**src/rtl/ysyx_25020047_wb_commit_ctrl.sv**
```systemverilog
// Writeback/commit sequencer between EXU and the GPR file / PC register.
// Non-loads retire the cycle after acceptance; loads go through a memory read first.
module ysyx_25020047_wb_commit_ctrl #(
   parameter int unsigned MEM_TIMEOUT = 255
) (
   input  logic        clk,
   input  logic        rst_n,
   input  logic        in_valid,
   output logic        in_ready,
   input  logic [63:0] in_inst_type,
   input  logic [4:0]  in_rd,
   input  logic [31:0] in_result,
   input  logic [31:0] in_snpc,
   output logic        mem_req_valid,
   input  logic        mem_req_ready,
   output logic [31:0] mem_req_addr,
   input  logic        mem_rvalid,
   input  logic [31:0] mem_rdata,
   output logic        gpr_wen,
   output logic [4:0]  gpr_waddr,
   output logic [31:0] gpr_wdata,
   output logic        pc_wen,
   output logic [31:0] pc_dnpc,
   output logic        commit_valid,
   output logic        err
);

   typedef enum logic [1:0] {S_IDLE, S_MEM_REQ, S_MEM_WAIT, S_COMMIT} state_t;

   localparam logic [63:0] ALU_MASK  = 64'h0000_0000_0FDF_3A19;
   localparam logic [63:0] LINK_MASK = 64'h0000_0000_0000_0402;
   localparam logic [63:0] BR_MASK   = 64'h0000_0000_F000_C000;
   localparam int unsigned CW        = $clog2(MEM_TIMEOUT + 1);
   localparam logic [CW-1:0] LIMIT   = CW'(MEM_TIMEOUT - 1);

   state_t        r_state;
   logic [63:0]   r_type;
   logic [4:0]    r_rd;
   logic [31:0]   r_result;
   logic [31:0]   r_snpc;
   logic [CW-1:0] r_cnt;

   logic [63:0] w_type;
   logic [4:0]  w_rd;
   logic [31:0] w_result;
   logic [31:0] w_snpc;
   logic        w_onehot, w_alu, w_link, w_br, w_lw, w_lbu, w_in_load;
   logic [7:0]  w_lane;
   logic [31:0] w_wdata;
   logic [31:0] w_dnpc;
   logic        w_wr, w_err;
   logic        w_accept, w_in_mem, w_go_timeout, w_go_commit;

   assign in_ready = (r_state == S_IDLE);

   // Decode reads the live inputs on the accept cycle and the latched copy afterwards,
   // so a non-load can be committed straight from the accept edge.
   always_comb begin
      w_type   = in_ready ? in_inst_type : r_type;
      w_rd     = in_ready ? in_rd        : r_rd;
      w_result = in_ready ? in_result    : r_result;
      w_snpc   = in_ready ? in_snpc      : r_snpc;
      w_onehot = (w_type != '0) && ((w_type & (w_type - 64'd1)) == '0);
      w_alu    = w_onehot && ((w_type & ALU_MASK) != '0);
      w_link   = w_onehot && ((w_type & LINK_MASK) != '0);
      w_br     = w_onehot && ((w_type & BR_MASK) != '0);
      w_lw     = w_onehot && w_type[5];
      w_lbu    = w_onehot && w_type[6];
      w_in_load = w_lw || w_lbu;
      unique case (w_result[1:0])
         2'd0:    w_lane = mem_rdata[7:0];
         2'd1:    w_lane = mem_rdata[15:8];
         2'd2:    w_lane = mem_rdata[23:16];
         default: w_lane = mem_rdata[31:24];
      endcase
      w_wdata = '0;
      if (w_alu)       w_wdata = w_result;
      else if (w_link) w_wdata = w_snpc;
      else if (w_lw)   w_wdata = mem_rdata;
      else if (w_lbu)  w_wdata = {24'd0, w_lane};
      w_dnpc = (w_link || w_br) ? w_result : w_snpc;
      w_wr   = (w_alu || w_link || w_in_load) && (w_rd != '0);
      w_err  = !(w_alu || w_link || w_br || w_in_load);

      w_accept     = in_ready && in_valid;
      w_in_mem     = (r_state == S_MEM_REQ) || (r_state == S_MEM_WAIT);
      w_go_timeout = w_in_mem && (r_cnt == LIMIT);
      w_go_commit  = (w_accept && !w_in_load) ||
                     ((r_state == S_MEM_WAIT) && mem_rvalid && !w_go_timeout);
   end

   always_ff @(posedge clk or negedge rst_n) begin
      if (!rst_n) begin
         r_state       <= S_IDLE;
         r_type        <= '0;
         r_rd          <= '0;
         r_result      <= '0;
         r_snpc        <= '0;
         r_cnt         <= '0;
         mem_req_valid <= 1'b0;
         mem_req_addr  <= '0;
         gpr_wen       <= 1'b0;
         gpr_waddr     <= '0;
         gpr_wdata     <= '0;
         pc_wen        <= 1'b0;
         pc_dnpc       <= '0;
         commit_valid  <= 1'b0;
         err           <= 1'b0;
      end else begin
         gpr_wen      <= 1'b0;
         gpr_waddr    <= '0;
         gpr_wdata    <= '0;
         pc_wen       <= 1'b0;
         pc_dnpc      <= '0;
         commit_valid <= 1'b0;
         err          <= 1'b0;

         unique case (r_state)
            S_IDLE: begin
               if (in_valid) begin
                  r_type   <= in_inst_type;
                  r_rd     <= in_rd;
                  r_result <= in_result;
                  r_snpc   <= in_snpc;
                  if (w_in_load) begin
                     r_state       <= S_MEM_REQ;
                     r_cnt         <= '0;
                     mem_req_valid <= 1'b1;
                     mem_req_addr  <= {in_result[31:2], 2'b00};
                  end else begin
                     r_state <= S_COMMIT;
                  end
               end
            end
            S_MEM_REQ: begin
               r_cnt <= r_cnt + 1'b1;
               if (w_go_timeout) begin
                  r_state       <= S_COMMIT;
                  mem_req_valid <= 1'b0;
               end else if (mem_req_ready) begin
                  r_state       <= S_MEM_WAIT;
                  mem_req_valid <= 1'b0;
               end
            end
            S_MEM_WAIT: begin
               r_cnt <= r_cnt + 1'b1;
               if (w_go_timeout || mem_rvalid) r_state <= S_COMMIT;
            end
            S_COMMIT: r_state <= S_IDLE;
         endcase

         if (w_go_commit) begin
            gpr_wen      <= w_wr;
            gpr_waddr    <= w_rd;
            gpr_wdata    <= w_wdata;
            pc_wen       <= 1'b1;
            pc_dnpc      <= w_dnpc;
            commit_valid <= 1'b1;
            err          <= w_err;
         end else if (w_go_timeout) begin
            pc_wen       <= 1'b1;
            pc_dnpc      <= r_snpc;
            commit_valid <= 1'b1;
            err          <= 1'b1;
         end
      end
   end

endmodule

```
**config.mk**
```make
export PLATFORM = sky130hd
export DESIGN_NAME = ysyx_25020047_wb_commit_ctrl
export DESIGN_NICKNAME = d
export VERILOG_FILES = /design/src/rtl/ysyx_25020047_wb_commit_ctrl.sv
export SDC_FILE = /design/constraint.sdc
export NUM_CORES = 1
export LEC_CHECK = 0
export CAP_MARGIN = 20
export CORE_ASPECT_RATIO = 0.7
export CORE_MARGIN = 2
export CORE_UTILIZATION = 53
export DETAILED_ROUTE_END_ITERATION = 12
export PLACE_DENSITY = 0.84
export SYNTH_ARGS = -nofsm -noshare
export SYNTH_HDL_FRONTEND = slang
export SYNTH_SLANG_ARGS = --single-unit
```
**constraint.sdc**
```tcl
create_clock -name clk -period 5.3 [get_ports clk]
set_input_delay 1.59 -clock clk [delete_from_list [all_inputs] [get_ports clk]]
set_output_delay 1.59 -clock clk [all_outputs]
set_load 0.01 [all_outputs]
```
Yosys cells after proc, flatten, opt, wreduce, memory -nomap -nowiden. Index checks and enable logic that the tools add are counted. Widths: inputs -> output; s select.

Register bits after elaboration: 246. Latch bits: 0. Bits in writable memories: 0. Memory bits (read-only): 0. Bits of input ports: 170. Output and inout bits: 107. Memories kept: 0.

Add/sub/neg operators: 2. $mul: 0. Div/mod/pow operators: 0. Magnitude comparators: 0. Equality and inequality tests: 10. Shift operators: 0. Muxes and demuxes: 32. Bitwise operators: 1. Reduce and logical (&&, ||, !) cells: 40.

Operators by type and width (count): $mux 32 (9); $reduce_bool 64->1 (4); $and 64x64->64 (1); $logic_not 64->1 (1); $mux 64 (1); $sub 64x1->64 const B (1); $mux 8 (3); $pmux 8 s3 (1); $pmux 8 s2 (1); $logic_and 1x1->1 (12); $mux 2 (5); $mux 5 (2); $logic_or 1x1->1 (9); $reduce_and 3->1 (3); $add 8x1->8 const B (1); $eq 8x8->1 const B (1); $mux 1 (8); $pmux 2 s4 (1); $eq 2x2->1 const B (3); $reduce_bool 5->1 (1); $eq 2x1->1 const B (2); $logic_not 2->1 (2); $ne 2x1->1 const B (2); $reduce_and 4->1 (1); other kinds (7) (10).

Longest topological paths before layout. Gate-level depths: netlist of the first run.

Word-level depth: 12. Gate-level depth with buffers: 20. Gate-level depth less buffers: 12.

Least setup slack after synthesis of the first run. Ideal clock, no wire load.

Path type: input -> register. Start point: in in_inst_type[0]. End point: reg pc_dnpc[17]. Arrival: 4.645 ns. Data required time: 5.221 ns. Setup slack: 0.575 ns. Cell stages on the path: 12. Cell sequence: or4b_1 a2bb2oi_2 nor4_2 a21oi_1 a2111oi_2 nand4_1 nor4b_4 nand2_2 o21ai_4 buf_8 buf_8 mux2i_1.

Cells in the longest elaborated chain, start to end: 11.

Ends and longest elaborated chain: start, declared (line 10) `input logic [63:0] in_inst_type,`; $mux 64 (*) (line 59) `w_type = in_ready ? in_inst_type : r_type;`; $sub 64x1->64 (line 63) `w_onehot = (w_type != '0) && ((w_type & (w_type - 64'd1)) == '0);`; $and 64x64->64 (line 63); $logic_not 64->1 (line 63); $logic_and 1x1->1 (*) (line 63); $logic_and 1x1->1 (on tied branches) (line 67, 68); $logic_or 1x1->1 (line 69) `w_in_load = w_lw || w_lbu;`; $logic_not 1->1 (line 88) `w_go_commit = (w_accept && !w_in_load) ||`; $logic_and 1x1->1 (line 88); $logic_or 1x1->1 (line 88); $mux 32 (*) (line 152) `if (w_go_commit) begin`; end signal, assigned (line 157) `pc_dnpc <= w_dnpc;`; end signal, assigned (line 162) `pc_dnpc <= r_snpc;`; end, declared (line 23) `output logic [31:0] pc_dnpc,`.

Mark *: on every way between the ends. The rest lies on a longest branch, timed or not. A chain may end at the register's enable or synchronous reset.

Worst setup path after layout of the first run.
Start point: in in_inst_type[9]. End point: reg pc_dnpc[19].

Same word-level chain as after synthesis.

==> impl_results.md, run 1 <==
- Outcome: finished, final reports clean
- EDFF count, synth: 0
- Slew headroom: between 30% and 40%
- Buffers added on ports: between 200 and 300
- Largest net degree at the start of global routing: around 130
- Worst reg2reg endpoint: pc_dnpc[19]
- Net Sw Power: approximately 0.0037 W
- Sink Count: 246
- Synth Instances: between 1000 and 1500
- Top Family by Delay on Critical Path: simple AND/OR/NAND/NOR gates
- Primary FF master, synth: dfrtp_1
- Clock transition at path regs: ~0.070 ns
- YS warnings: 0
- Tot GR Track Use: a little under a third
- CTS tree: yes
- Gp weighted congestion: just under 1
- Avg WL per Cell: between 20 and 25 um
- Hpwl dp: slightly above 30000 um
- Crit path DAT: 5.49 ns
- H-tree lvl count: 1
- Max VDD drop: between 0.0002 and 0.0003 V
- Hold_sp: mem_req_addr[27]
- Final core occ: between 60% and 70%
- Power Dens Cells: around 530 mW/mm^2
- DR pass1 iterations: 8
- First-pass GRT wire length: about 68000 um
- Layout area overhead: 29.33%
- WP data required: roughly 5.7 ns
- Final nets: between 1500 and 2000
- WP buf/inv: 5
- Root Driver: clkbuf_16
- Later-pin clock latency in the skew report: around 0.53 ns
- CTS Buf Count: 25
- Core area: 0.02563 sq mm
- Vias in the first global route: approximately 11000
- Critical path startpoint category: input port
- Die Height: around 140 um
- Levels on crit path: 15
- Longest Clk Path Bufs: 3
- Routed WL: around 44000 um
- Die width: about 200 um
- Sw Ratio: between 30% and 40%
- Sequential power share: roughly 33%
- Max incr delay on CP: between 0.5 and 0.6 ns
- Initial core utilization: a little over half
- Post-route minimum period: ~5.1 ns
- Max FO, Critical Path: 32
- Max-cap violation count: 0
- Hold Fails Final Rpt: 0
- Power share of the clock group: between 10% and 20%
- CP cell instances: clkdlybuf4s50_1, or4b_1, a222oi_1, buf_4, nor4b_4, buf_4, nand4_1, o31ai_1, o2111ai_1, nor4b_4, buf_4, nand3b_1, buf_12, mux2i_1, mux2i_1
- Placement-stage cell area: 0.01709 sq mm
- Syn_area_per_cell: 11.39 sq um
- Clk_skew: 0.01399 ns
- Crit-path slowest cell: or4b_1
- RSZ-0062 raised after global routing: no
- Total power: between 0.009 and 0.01 W
- Layout cells sized above 1: around a quarter
- Initial antenna violation count: 1
- # setup viols final: 0
- Hold Path End: mem_req_addr[27]
- Combinational power share: between 40% and 50%
- Iter 0 DRT Violations: between 1000 and 1500
- Hold Crit Depth: 1
- Fmax: slightly below 200 MHz
- Routed Antenna Nets: 0
- Cts hold-fix bufs: 0
- Vias/cell: 6.429
- Post-synthesis register bit count: between 200 and 250
- Num rows: 49
- I/O Pins: ~280
- Internal: ~0.0057 W
- Period utilization: a little over nine tenths
- Max Slew Vio Count: 0
- Synth unique cells: just under 80
- Seq/Total Area, Yosys: between 40% and 50%
- Static Leakage: between 7 and 8 nW
- Most numerous cell on the critical path: buf_4
- Crit path launch: in_inst_type[9]
- Crit end category: register
- Reg-to-reg startpoint: r_state[0]
- Worst R2R Path Depth: 15
- R2R setup slack: ~0.60 ns
- DRC viols: 0
- Worst slew pin tran: roughly 1.0 ns
- Tightest Hold Check Type: register to register
- Die ar.: roughly 0.027 sq mm
- Synth async-reset ratio: 100.0%
- Netlist Area Pre-Place: roughly 0.014 sq mm
- Remaining global-route overflow: 0
- Critical path type: input port to register
- DR vias: about 12000
- Final Cell Area: between 0.015 and 0.02 sq mm
Yosys cell counts, types with 4 or more instances:
master | n | area share (%)
and3_1 | 4 | 0.18
or3_1 | 17 | 0.77
mux2_2 | 236 | 19
nor4b_1 | 4 | 0.25
dfrtp_1 | 246 | 45
a31oi_1 | 4 | 0.18
mux4_2 | 8 | 1.3
buf_2 | 23 | 0.83
buf_6 | 7 | 0.57
buf_4 | 8 | 0.43
clkbuf_1 | 35 | 0.95
nand2_1 | 74 | 2.0
nand3_1 | 21 | 0.76
or2_2 | 4 | 0.18
ha_1 | 5 | 0.45
inv_1 | 9 | 0.24
nand2b_1 | 18 | 0.82
nor3_1 | 47 | 1.7
a222oi_1 | 35 | 2.5
o211ai_1 | 10 | 0.54
nor3b_1 | 17 | 0.92
o32ai_1 | 11 | 0.70
a211oi_1 | 6 | 0.33
nand3b_1 | 4 | 0.22
o22ai_1 | 13 | 0.59
or4_1 | 7 | 0.38
nor2b_1 | 5 | 0.23
o21ai_0 | 23 | 0.83
o32a_1 | 5 | 0.36
o2111ai_1 | 4 | 0.25
nor4_2 | 4 | 0.36
nor4_1 | 11 | 0.50
o31ai_1 | 6 | 0.33
nor2_1 | 65 | 1.8
nand4_1 | 5 | 0.23
a21oi_1 | 44 | 1.6
or3b_1 | 7 | 0.44
mux2i_1 | 99 | 7.2
buf_1 | 4 | 0.11
metrics by stage:
| stage | setup TNS (ns) | cells | setup slack [ns] | hold slack [ns] |
|---|---|---|---|---|
| 2_1_floorplan | 0 | 1214 | 0.5754 | 0.4767 |
| 3_3_place_gp | -6.275 | 1794 | -0.2974 | 0.4850 |
| 3_5_place_dp | -16.11 | 1794 | -0.3621 | 0.4922 |
| 4_1_cts | 0 | 1837 | 0.1765 | 0.5061 |
| 5_1_grt | 0 | 1839 | 0.04401 | 0.5193 |
| 6_report | 0 | 1840 | 0.2105 | 0.5020 |
sequential cells by signal, indices dropped and copies added, names as in the netlist:
signal and count:
r_type 64, gpr_wdata 32, pc_dnpc 32, r_result 32, r_snpc 32, mem_req_addr 30
r_cnt 8, gpr_waddr 5, r_rd 5, r_state 2, commit_valid 1, err 1
gpr_wen 1, mem_req_valid 1
final cells by class:
cell class              instances  area (sq um)
fillers                      1880          7757
multi-input cells             880          7236
repair buffers                329          3261
well taps                     331         414.1
clock buffers                  32         701.9
inverters                       9         33.78
clock inverters                11         62.56
flip-flops and latches        246          6156
diodes                          2         5.005
power by group through the flow:
stage / clock network (W) / logic, W / registers (W)
CTS: 0.00171 / 0.00451 / 0.00309
floorplan: 0 / 0.00318 / 0.00299
global placement: 0 / 0.00438 / 0.00308
detailed placement: 0 / 0.00447 / 0.00312
finish: 0.00169 / 0.00460 / 0.00312
global route: 0.00178 / 0.00490 / 0.00320
what timing repair did:
| action | in CTS | in global routing |
|---|---|---|
| buffers inserted | 0 | 1 |
| endpoints found under the setup margin | 0 | 24 |
| gates resized for setup | 0 | 3 |
cell usage in the layout (no fill, tap or decap), types with 4 or more instances in the layout:
| cell type | count |
|---|---|
| o21ai_0 | 23 |
| o31ai_1 | 6 |
| dfrtp_1 | 246 |
| or3_1 | 17 |
| nand3b_1 | 4 |
| inv_1 | 9 |
| buf_12 | 8 |
| mux2i_1 | 99 |
| a222oi_1 | 35 |
| ha_1 | 4 |
| nand2b_1 | 18 |
| a31oi_1 | 4 |
| mux4_2 | 8 |
| o32a_1 | 5 |
| o211ai_1 | 10 |
| or4_1 | 7 |
| nor4_2 | 4 |
| clkdlybuf4s50_1 | 273 |
| nand4_1 | 5 |
| nor2_1 | 64 |
| or3b_1 | 7 |
| nor2b_1 | 5 |
| o2111ai_1 | 4 |
| nor3_1 | 47 |
| clkbuf_8 | 5 |
| nor3b_1 | 17 |
| clkbuf_16 | 25 |
| o22ai_1 | 13 |
| and3_1 | 4 |
| o32ai_1 | 11 |
| buf_4 | 47 |
| clkinv_2 | 8 |
| nor4b_1 | 4 |
| mux2_2 | 236 |
| a21oi_1 | 43 |
| or2_2 | 4 |
| nand3_1 | 21 |
| nor4_1 | 11 |
| a211oi_1 | 6 |
| nand2_1 | 74 |
worst max-delay path by stage:
| stage | slack (ns) | endpoint |
|---|---|---|
| after floorplan | 0.58 | pc_dnpc[17] |
| after global placement | -0.30 | gpr_wen |
| after detailed placement | -0.36 | gpr_wen |
| after CTS | 0.18 | gpr_wen |
| after global routing | 0.04 | pc_dnpc[7] |
| final | 0.21 | pc_dnpc[19] |
cell families (layout without fill, tap and decap cells):
logic type	count (synthesis)	after routing	synth area share, %
adder cells (fa/ha/maj)	5	5	0.4528
flip-flops	246	246	44.55
other	1	4	0.02714
AO/OA/AOI/OAI	198	198	10.79
multiplexers	344	344	27.82
buffers and inverters	88	381	3.360
AND/OR/NAND/NOR	331	331	13.00
routing by layer:
layer  GRT usage, %  up-vias  part of all wire [%]
met1          48.19     5897                    45
met3          5.861       95                   9.0
met5              0        -                     0
li1               -     5187                     -
met4          8.706        0                   2.9
met2          46.22      651                    43
Power figures use the tool's default switching activity.
==> inputs of run 2 (changes only) <==
--- a/config.mk
+++ b/config.mk
@@ -8,9 +8,10 @@
 export CAP_MARGIN = 20
 export CORE_ASPECT_RATIO = 0.7
 export CORE_MARGIN = 2
-export CORE_UTILIZATION = 53
+export CORE_UTILIZATION = 50
 export DETAILED_ROUTE_END_ITERATION = 12
-export PLACE_DENSITY = 0.84
+export PLACE_DENSITY = 0.8
 export SYNTH_ARGS = -nofsm -noshare
 export SYNTH_HDL_FRONTEND = slang
 export SYNTH_SLANG_ARGS = --single-unit
+export TNS_END_PERCENT = 30
==> run 2 against run 1 <==
Non-clock buffer count increased by 5. Register-to-register slack got worse by 0.23 ns. First-iteration DRC count decreased by 7.0%. Die area increased by 5.8%. Sequential share of layout area decreased by 0.38 points. Flip-flop and latch count unchanged. Hold slack improved by 0.0023 ns. Combinational power increased by 0.9%. Critical endpoint is now pc_dnpc[12]. Largest cell class unchanged. Largest power group unchanged. Highest routed layer unchanged.
==> impl_results.md, run 2 (same netlist as run 1, synthesis figures left out) <==
- Avg WL per Cell: roughly 24 um
- Slew headroom: a little under half
- DR vias: 11920
- Reg with most FFs: r_type
- Hold Crit Depth: 1
- WP data required: between 5 and 6 ns
- CTS Buf Count: 26
- First-pass GRT wire length: 68340 um
- Setup Total Neg Slack: 0 ns
- Sink Count: 246
- Routed WL: about 46000 um
- Number of fill cells: between 2000 and 2500
- Layout cells sized above 1: between 20% and 30%
- Die width: just over 200 um
- Core area: 0.02696 sq mm
- I/O Pins: approximately 280
- Max Slew Vio Count: 0
- Worst R2R Path Depth: 13
- Fmax: 196.1 MHz
- Remaining global-route overflow: 0
- Crit end category: register
- Initial core utilization: 51.24%
- Outcome: finished, final reports clean
- Commonest non-fill, non-tap cells in the layout: 273 x clkdlybuf4s50_1, 246 x dfrtp_1, 236 x mux2_2
- Die ar.: ~0.029 sq mm
- Max reg flops: 64
- Tot GR Track Use: a little under a third
- Clk_skew: 0.008544 ns
- Critical path startpoint category: input port
- Vias/cell: between 6 and 7
- Power Dens Cells: roughly 530 mW/mm^2
- Tightest Hold Check Type: register to register
- Commonest non-fill, non-tap cell in the layout: clkdlybuf4s50_1
- Clock transition at path regs: approximately 0.060 ns
- Worst slew pin tran: about 0.8 ns
- Later-pin clock latency in the skew report: between 0.5 and 0.6 ns
- Max FO, Critical Path: 32
- Longest Clk Path Bufs: 3
- Buffers added on ports: approximately 270
- Max-cap violation count: 0
- Final hold slack: between 0.5 and 0.6 ns
- Die Height: between 100 and 150 um
- Vias in the first global route: ~12000
- Iter 0 DRT Violations: about 1400
- Static Leakage: ~7.7 nW
- Initial antenna violation count: 5
- Critical path type: input port to register
- # setup viols final: 0
- Final nets: between 1500 and 2000
- Largest net degree at the start of global routing: around 100
- H-tree lvl count: 1
- Final Cell Area: approximately 0.018 sq mm
- Period utilization: 96.21%
- Hpwl dp: around 32000 um
- Crit path DAT: about 5.5 ns
- Gp weighted congestion: between 0.9 and 1
- Layout area overhead: 30.79%
- Placement-stage cell area: between 0.015 and 0.02 sq mm
- Root Driver: clkbuf_16
- RSZ-0062 raised after global routing: no
- Post-route minimum period: 5.099 ns
- Routed Antenna Nets: 0
- Hold Fails Final Rpt: 0
- Num rows: 50
- DR pass1 iterations: 10
- CTS tree: yes
- Max VDD drop: 0.0003031 V
- DRC viols: 0
[run 2: critical path, stage by stage]
cell	delay [ns]
clkdlybuf4s50_1	0.41
or4b_1	0.57
a222oi_1	0.38
buf_4	0.18
nor4b_4	0.30
buf_4	0.19
nand4_1	0.11
o31ai_1	0.29
o2111ai_1	0.21
nor4b_4	0.43
buf_4	0.17
nand3b_1	0.13
buf_12	0.24
mux2i_1	0.21
mux2i_1	0.10
[run 2: power breakdown]
part	leakage, nW	switching [W]	internal, W
registers	3.12	0.000581	0.00254
logic	4.12	0.00239	0.00225
clock network	0.417	0.000775	0.00110
[run 2: repair_timing]
| item | CTS | global route |
|---|---|---|
| setup buffers | 0 | 3 |
| gates resized for setup | 0 | 3 |
| endpoints found under the setup margin | 0 | 8 |
| hold buffers | 0 | 0 |
[run 2: final timing paths]
kind	endpoint	start	slack, ns
setup / recovery	pc_dnpc[12]	in_inst_type[8]	0.20
hold / removal	r_result[16]	r_result[16]	0.50
setup reg to reg	mem_req_addr[30]	r_state[0]	0.37
hold reg to reg	r_result[16]	r_result[16]	0.50
max in group asynchronous	pc_dnpc[3]	rst_n	3.28
min in group asynchronous	r_snpc[24]	rst_n	1.06
[run 2: through the flow]
step / util, % / power (W) / instances / worst slack [ns]
after floorplan: - / 0.006173 / 1214 / 0.5754
after global placement: 63.70 / 0.007518 / 1830 / -0.1969
after detailed placement: 63.70 / 0.007646 / 1830 / -0.3538
after CTS: 66.90 / 0.009565 / 1876 / 0.1726
after global routing: 67.01 / 0.01011 / 1881 / 0.002753
final: 67.02 / 0.009644 / 1882 / 0.2009
[run 2: layer usage]
metal  vias up  wire length (um)  part of all wire, %  GRT usage [%]
li1       5195                 -                    -              -
met1      5960             19830                   44          44.74
met2       670             19860                   44          44.52
met3        91              4380                  9.6          6.983
met4         0              1468                  3.2          10.56
met5         -                 0                    0              0
[run 2: area by class of cell]
cell class                 count  area [sq um]  area share (%)
antenna                        3         7.507         0.04154
sequential                   246          6156           34.06
clock buffer                  35         725.7           4.016
multi-input combinational    880          7232           40.02
timing repair buffer         334          3323           18.39
clock inverter                11         137.6          0.7616
inverter                       9         33.78          0.1869
tap                          364         455.4           2.520
